<file path="src/rtl/mul16_defs.vh">
// Shared encodings for the 16-bit sequential multiplier.
// Pulled into mul16_seq_pkg so the RTL and the bench see the same values.
`ifndef MUL16_DEFS_VH
`define MUL16_DEFS_VH

localparam logic [1:0] ST_IDLE  = 2'd0;
localparam logic [1:0] ST_RUN   = 2'd1;
localparam logic [1:0] ST_DONE  = 2'd2;
localparam logic [3:0] BIT_LAST = 4'd15;

`endif

</file>
<file path="src/rtl/mul16_seq_pkg.sv">
// Package for the sequential multiplier: state type built on the shared encodings.
package mul16_seq_pkg;

`include "mul16_defs.vh"

    typedef enum logic [1:0] {
        IDLE = ST_IDLE,
        RUN  = ST_RUN,
        DONE = ST_DONE
    } state_e;

endpackage

</file>
<file path="src/rtl/mul16_seq_add16.sv">
// 16-bit adder used for accumulation; the carry out is dropped so results wrap mod 2^16.
module Add16 (
    input  logic [15:0] a_i,
    input  logic [15:0] b_i,
    output logic [15:0] sum_o
);

    assign sum_o = a_i + b_i;

endmodule

</file>
<file path="src/rtl/mul16_seq.sv">
// Shift-and-add 16x16 multiplier producing the low 16 bits of a*b.
// One multiplier bit per cycle, LSB first; 18 cycles per operation including IDLE.
module mul16_seq
    import mul16_seq_pkg::*;
(
    input  logic        clock,
    input  logic        reset,
    input  logic        start,
    input  logic [15:0] a,
    input  logic [15:0] b,
    output logic        busy,
    output logic        done,
    output logic [15:0] product
);

    state_e      state_q;
    logic [15:0] multiplicand_q;
    logic [15:0] multiplier_q;
    logic [15:0] acc_q;
    logic [3:0]  count_q;
    logic [15:0] product_q;
    logic        busy_q;
    logic        done_q;

    logic [15:0] accSum;
    logic [15:0] acc_d;

    Add16 uAdd (
        .a_i   (acc_q),
        .b_i   (multiplicand_q),
        .sum_o (accSum)
    );

    assign acc_d = multiplier_q[0] ? accSum : acc_q;

    // done and busy are registered, so done appears in the cycle after DONE while busy has dropped.
    always_ff @(posedge clock) begin
        if (reset) begin
            state_q        <= IDLE;
            multiplicand_q <= 16'h0000;
            multiplier_q   <= 16'h0000;
            acc_q          <= 16'h0000;
            count_q        <= 4'd0;
            product_q      <= 16'h0000;
            busy_q         <= 1'b0;
            done_q         <= 1'b0;
        end else begin
            case (state_q)
                IDLE: begin
                    done_q <= 1'b0;
                    if (start) begin
                        multiplicand_q <= a;
                        multiplier_q   <= b;
                        acc_q          <= 16'h0000;
                        count_q        <= 4'd0;
                        busy_q         <= 1'b1;
                        state_q        <= RUN;
                    end
                end
                RUN: begin
                    acc_q          <= acc_d;
                    multiplicand_q <= {multiplicand_q[14:0], 1'b0};
                    multiplier_q   <= {1'b0, multiplier_q[15:1]};
                    count_q        <= count_q + 4'd1;
                    if (count_q == BIT_LAST) begin
                        state_q <= DONE;
                    end
                end
                DONE: begin
                    done_q    <= 1'b1;
                    product_q <= acc_q;
                    busy_q    <= 1'b0;
                    state_q   <= IDLE;
                end
                default: begin
                    state_q <= IDLE;
                    busy_q  <= 1'b0;
                    done_q  <= 1'b0;
                end
            endcase
        end
    end

    assign busy    = busy_q;
    assign done    = done_q;
    assign product = product_q;

endmodule
</file>
<file path="config.mk">
export PLATFORM = sky130hd
export DESIGN_NAME = mul16_seq
export DESIGN_NICKNAME = d
export VERILOG_FILES = /design/src/rtl/mul16_seq_pkg.sv /design/src/rtl/mul16_seq_add16.sv /design/src/rtl/mul16_seq.sv
export VERILOG_INCLUDE_DIRS = /design/src /design/src/rtl
export SDC_FILE = /design/constraint.sdc
export NUM_CORES = 1
export LEC_CHECK = 0
export ABC_CLOCK_PERIOD_IN_PS = 2400
export CAP_MARGIN = 15
export CORE_UTILIZATION = 56
export DETAILED_ROUTE_END_ITERATION = 10
export DONT_BUFFER_PORTS = 1
export GPL_ROUTABILITY_DRIVEN = 0
export GPL_TIMING_DRIVEN = 1
export PLACE_DENSITY = 0.74
export SKIP_LAST_GASP = 1
export SLEW_MARGIN = 20
export SYNTH_ARGS = -nofsm -noshare
export SYNTH_HDL_FRONTEND = slang
export SYNTH_HIERARCHICAL = 1
export SYNTH_SLANG_ARGS = --single-unit
</file>
<file path="constraint.sdc">
create_clock -name clock -period 2.4 [get_ports clock]
set_input_delay 0.48 -clock clock [delete_from_list [all_inputs] [get_ports clock]]
set_output_delay 0.48 -clock clock [all_outputs]
set_load 0.02 [all_outputs]
</file>
# After elaboration in Yosys (flattened, before gate mapping)
# Cells that the tools add are included.
# Widths: inputs -> output; s select.
word_totals:
  elab_cells: 38
  mem_bits_rw: 0
  mem_count: 0
  latchBits: 0
  rom_bits: 0
  reg_bits: 72
  in_bits: 35
classes:
  reduce_logical: 6
  magnitude_cmp: 0
  n_mux: 15
  bitwise: 1
  n_shift: 0
  n_addsub: 2
  n_eq_ne: 6
  multipliers: 0
  div: 0
ops:
  columns: ["op", "n"]
  rows:
  - ["$pmux 16 s2", 3]
  - ["$mux 16", 4]
  - ["$add 16x16->16", 1]
  - ["$pmux 4 s2", 1]
  - ["$ne 2x2->1 const B", 3]
  - ["$reduce_and 2->1", 3]
  - ["$add 4x1->4 const B", 1]
  - ["$eq 4x4->1 const B", 1]
  - ["$mux 2", 2]
  - ["$mux 4", 1]
  - ["$pmux 1 s2", 2]
  - ["$pmux 2 s2", 1]
  - ["$reduce_and 3->1", 1]
  - ["$eq 2x1->1 const B", 1]
  - ["$eq 2x2->1 const B", 1]
  - ["$logic_not 2->1", 1]
  - ["$reduce_bool 2->1", 1]
  - ["$mux 1", 1]
  - ["$not 1->1", 1]

# Logic depth before layout (Yosys ltp)
# Gate-level depths: netlist of the first run.
depth:
  depth_word: 3
  ltp_mapped: 8
  ltp_nobuf: 8

# Hierarchy
# Netlist of the first run, hierarchy kept.
by_module_without_submodules:
  columns: ["mod", "area_per_inst_um2", "cells_each", "n_inst"]
  rows:
  - ["mul16_seq", 2969.1, 322, 1]
  - ["Add16", 724.4, 98, 1]

# Worst setup path after synthesis of the first run
# OpenSTA, ideal clock, no wires.
synth_timing:
  path_kind: "register to register"
  from: "register acc_q[0]"
  to: "register acc_q[10]"
  path_slack_ns: 0.135
  t_arrival_ns: 2.148
  setup_time_ns: 0.117
  synth_period_minus_slack_ns: 2.265
  path_stages_with_launch: 9
  cell_sequence: "dfxtp_1 > ha_1 > fa_1 > a21o_2 > a311oi_2 > o21ai_0 > a311oi_1 > nor3_1 > a22o_1"
synth_between:
  elab_chain_cells: 3
synth_lines:
  columns: ["item", "line_no", "source"]
  rows:
  - ["start: declaration", "mul16_seq.sv:19", "logic [15:0] acc_q;"]
  - ["start signal: assignment", "mul16_seq.sv:42", "acc_q <= 16'h0000;"]
  - ["start signal: assignment", "mul16_seq.sv:54", "acc_q <= 16'h0000;"]
  - ["start signal: assignment", "mul16_seq.sv:61", "acc_q <= acc_d;"]
  - ["$add 16x16->16", "mul16_seq_add16.sv:8", "assign sum_o = a_i + b_i;"]
  - ["net accSum[10]", "mul16_seq.sv:25", "logic [15:0] accSum;"]
  - ["$mux 16", "mul16_seq.sv:34", "assign acc_d = multiplier_q[0] ? accSum : acc_q;"]
  - ["$pmux 16 s2", "mul16_seq.sv:48", "case (state_q)"]
# The timed path passes the listed nets, and every way through them passes these cells. The select of a mux whose other input is x is not followed.
# A chain may end at the register's enable or synchronous reset.

# Worst setup path after layout of the first run
layout_timing:
  from: "register multiplicand_q[0]"
  to: "register acc_q[10]"
layout_between:
  elab_chain_cells: 3
layout_lines:
  columns: ["item", "line_no", "source"]
  rows:
  - ["start: declaration", "mul16_seq.sv:17", "logic [15:0] multiplicand_q;"]
  - ["start signal: assignment", "mul16_seq.sv:62", "multiplicand_q <= {multiplicand_q[14:0], 1'b0};"]
  - ["$add 16x16->16", "mul16_seq_add16.sv:8", null]
  - ["net accSum[10]", "mul16_seq.sv:25", null]
  - ["$mux 16", "mul16_seq.sv:34", null]
  - ["$pmux 16 s2", "mul16_seq.sv:48", null]
# The timed path passes the listed nets, and every way through them passes these cells. The select of a mux whose other input is x is not followed.

==> metrics.md, run 1 <==
| Metric | Value |
|---|---|
| Die W | `83.2 um` |
| Post-synth top area cell | `dfxtp_1` |
| Startpoint Class | `flop` |
| Initial DRC Count | `200` |
| Nets | `461` |
| First-pass GRT wire length | `12800 um` |
| CTS Buf Count | `9` |
| Tot Pwr | `2.40 mW` |
| Row count | `29` |
| Pin count of the biggest net entering global routing | `58` |
| Slew of the pin with the lowest slew margin | `0.708 ns` |
| Initial core utilization | `58.2%` |
| Core area | `6350 um2` |
| VDD IR-drop max | `0.000354 V` |
| Number of global-route vias before repair | `2728` |
| WP data required | `2.63 ns` |
| Clock Skews | `0.0102 ns` |
| Fin area | `3820 um2` |
| RSZ-0062 raised after global routing | `false` |
| Worst-path fanout max | `3` |
| Maxcap violations | `0` |
| Final setup TNS | `0 ns` |
| Register area share after synthesis | `39.0%` |
| # clock sinks | `72` |
| Peak Freq | `438 MHz` |
| Ranking of synthesized cells by area | `dfxtp_1 (39%), nor2_1 (6.6%), o2bb2ai_1 (6.2%), a211oi_1 (5.5%), ha_1 (5.4%)` |
| Worst setup EP type | `flop` |
| Residual DRC | `0` |
| H-tree depth | `3` |
| I/O Buffers | `0` |
| Finish-stage setup viols | `0` |
| Via density | `6.04` |
| Cell Area, Synth | `3690 um2` |
| Total congestion overflow | `0` |
| Full die area | `6920 um2` |
| Worst-case clock buffer depth | `2` |
| Clk Latency, worst-skew pair | `0.34 ns` |
| Synth-to-Final Area Change | `3.56%` |
| Distinct cell type count after synthesis | `49` |
| Layout filler cell count | `572` |
| FF+latch count, synth | `72` |
| Detail Placement HPWL | `5220 um` |
| Antenna Violating Nets Remaining | `0` |
| Ant diodes | `0` |
| Total GRT Usage | `22.7%` |
| Clock Tree Root | `clkbuf_8` |
| Cell Area, Placed | `3650 um2` |
| Most common cell after layout, fill and taps aside | `dfxtp_1` |
| Hold Path Class | `input port to flop` |
| Final Core Density | `60.2%` |
| Post-CTS Setup Bufs | `0` |
| DR vias | `2949` |
| Worst path arrival time | `2.51 ns` |
| Post-synth EDFFs | `0` |
| Layout cells sized above 1 | `7.79%` |
| Min cycle time layout | `2.28 ns` |
| Async SR Flop Fraction | `0%` |
| Rel. slew slack | `52.7%` |
| Final slew viol count | `0` |
| Initial antenna violation count | `0` |
| Die Ht | `83.2 um` |
| Worst Hold Slack | `0.209 ns` |
| Pre-antenna DRT Iters | `4` |
| Total wire length | `7530 um` |
| Syn. warnings | `6` |
| Outcome | `finished, final reports clean` |
| Commonest non-fill, non-tap cells in the layout | `dfxtp_1 (72), nor2_1 (65), nand2_1 (43)` |
| Wire per inst | `15.4 um` |
| Mean post-synth cell area | `8.79 um2` |
| I/O Pins | `53` |
| Cell count after synthesis | `420` |
| # hold bufs at CTS | `0` |
| Fin. Hold Viols | `0` |
| Clock transition at the registers of the reported paths | `0.07 ns` |
| Fin crit share | `95.1%` |
| Cell Pwr Density | `628 nW/um2` |
| Clock tree from TritonCTS | `yes` |
| Syn nets | `472` |
| Synth Flop Type | `dfxtp_1` |
| Leakage | `1.45 nW` |
| Setup CP Type | `flop to flop` |
| Area share of the largest cell type after synthesis | `39.0%` |
==> cells in the mapped netlist, types with 3 or more instances <==
cell and instances:
nor3_1 4, xor2_1 5, dfxtp_1 72, o21bai_1 3, nor2_1 65, a21oi_1 34, a211oi_1 27, nand2_1 43
a22oi_1 3, o22ai_1 5, xnor2_1 10, a22o_1 16, o211ai_1 3, a31oi_1 3, o2bb2ai_1 26, buf_6 8
a211oi_2 4, ha_1 16, inv_1 6, nand3_1 8, clkbuf_1 6, o21ai_0 9, buf_1 3, buf_2 9
==> worst max-delay path, cell delays in order (launching register included) <==
cell and delay (ns):
dfxtp_1 0.32, ha_1 0.21, fa_1 0.40, a21o_2 0.26, a311oi_4 0.27, o21ai_1 0.14
a311oi_1 0.29, nor3_1 0.07, a22o_1 0.21
==> per-stage QoR <==
step	std cells	worst slack [ns]
finish	488	0.118
global route	488	0.00737
CTS	488	0.0540
detailed placement	475	0.0101
global placement	475	0.0458
floorplan	420	0.135
==> per-layer routing <==
layer | vias to the layer above | part of all wire (%) | track usage (%)
met5 | - | 0 | 0
met4 | 0 | 1.4 | 9.87
met3 | 10 | 6.4 | 6.16
li1 | 1498 | - | -
met1 | 1357 | 50 | 30.3
met2 | 84 | 42 | 34.4
==> path summary, 6_finish.rpt <==
| path | startpoint | endpoint | slack, ns | cells past startpoint |
|---|---|---|---|---|
| worst min-delay path | reset | count_q[3] | 0.21 | 1 |
| worst max register to register | multiplicand_q[0] | acc_q[10] | 0.12 | 8 |
| worst max-delay path | multiplicand_q[0] | acc_q[10] | 0.12 | 8 |
| worst min register to register | acc_q[8] | product[8] | 0.47 | 2 |
==> cell families after synthesis <==
family / share of synthesized area [%]
and+or+nand+nor: 15.7
DFF: 39.0
AOI/OAI and AO/OA: 29.1
xor gates and xnor gates: 3.56
muxes: 0.948
adders and majority gates: 5.96
buffers and inverters: 5.72
==> power by group <==
group,leakage [nW],internal [mW],switching [mW]
registers,0.589,1.25,0.0503
logic,0.779,0.126,0.150
clock network,0.0842,0.413,0.409
total,1.45,1.79,0.610
==> state kept, by name, summed over array words and instances, names as in the netlist <==
signal / cells
acc_q: 16
count_q: 4
state_q: 2
done: 1
busy: 1
multiplier_q: 16
product: 16
multiplicand_q: 16
==> final cells by class <==
cell class	count	area, um2	share of cell area [%]
clock buffer	12	155	4.06
tap	77	96.3	2.52
timing repair buffer	7	52.6	1.37
multi-input combinational	313	2050	53.6
clock inverter	1	5.00	0.131
sequential	72	1440	37.7
inverter	6	22.5	0.589
==> what timing repair did <==
item | in CTS | in global routing
endpoints found under the setup margin | 1 | 1
pin swaps | 1 | 0
gates resized for setup | 0 | 2
Power figures use the tool's default switching activity.
==> run 2: changes to the inputs <==
- CAP_MARGIN: 15 -> unset
==> results of run 2 <==
Final layout, timing and power as in run 1 (identical DEF).
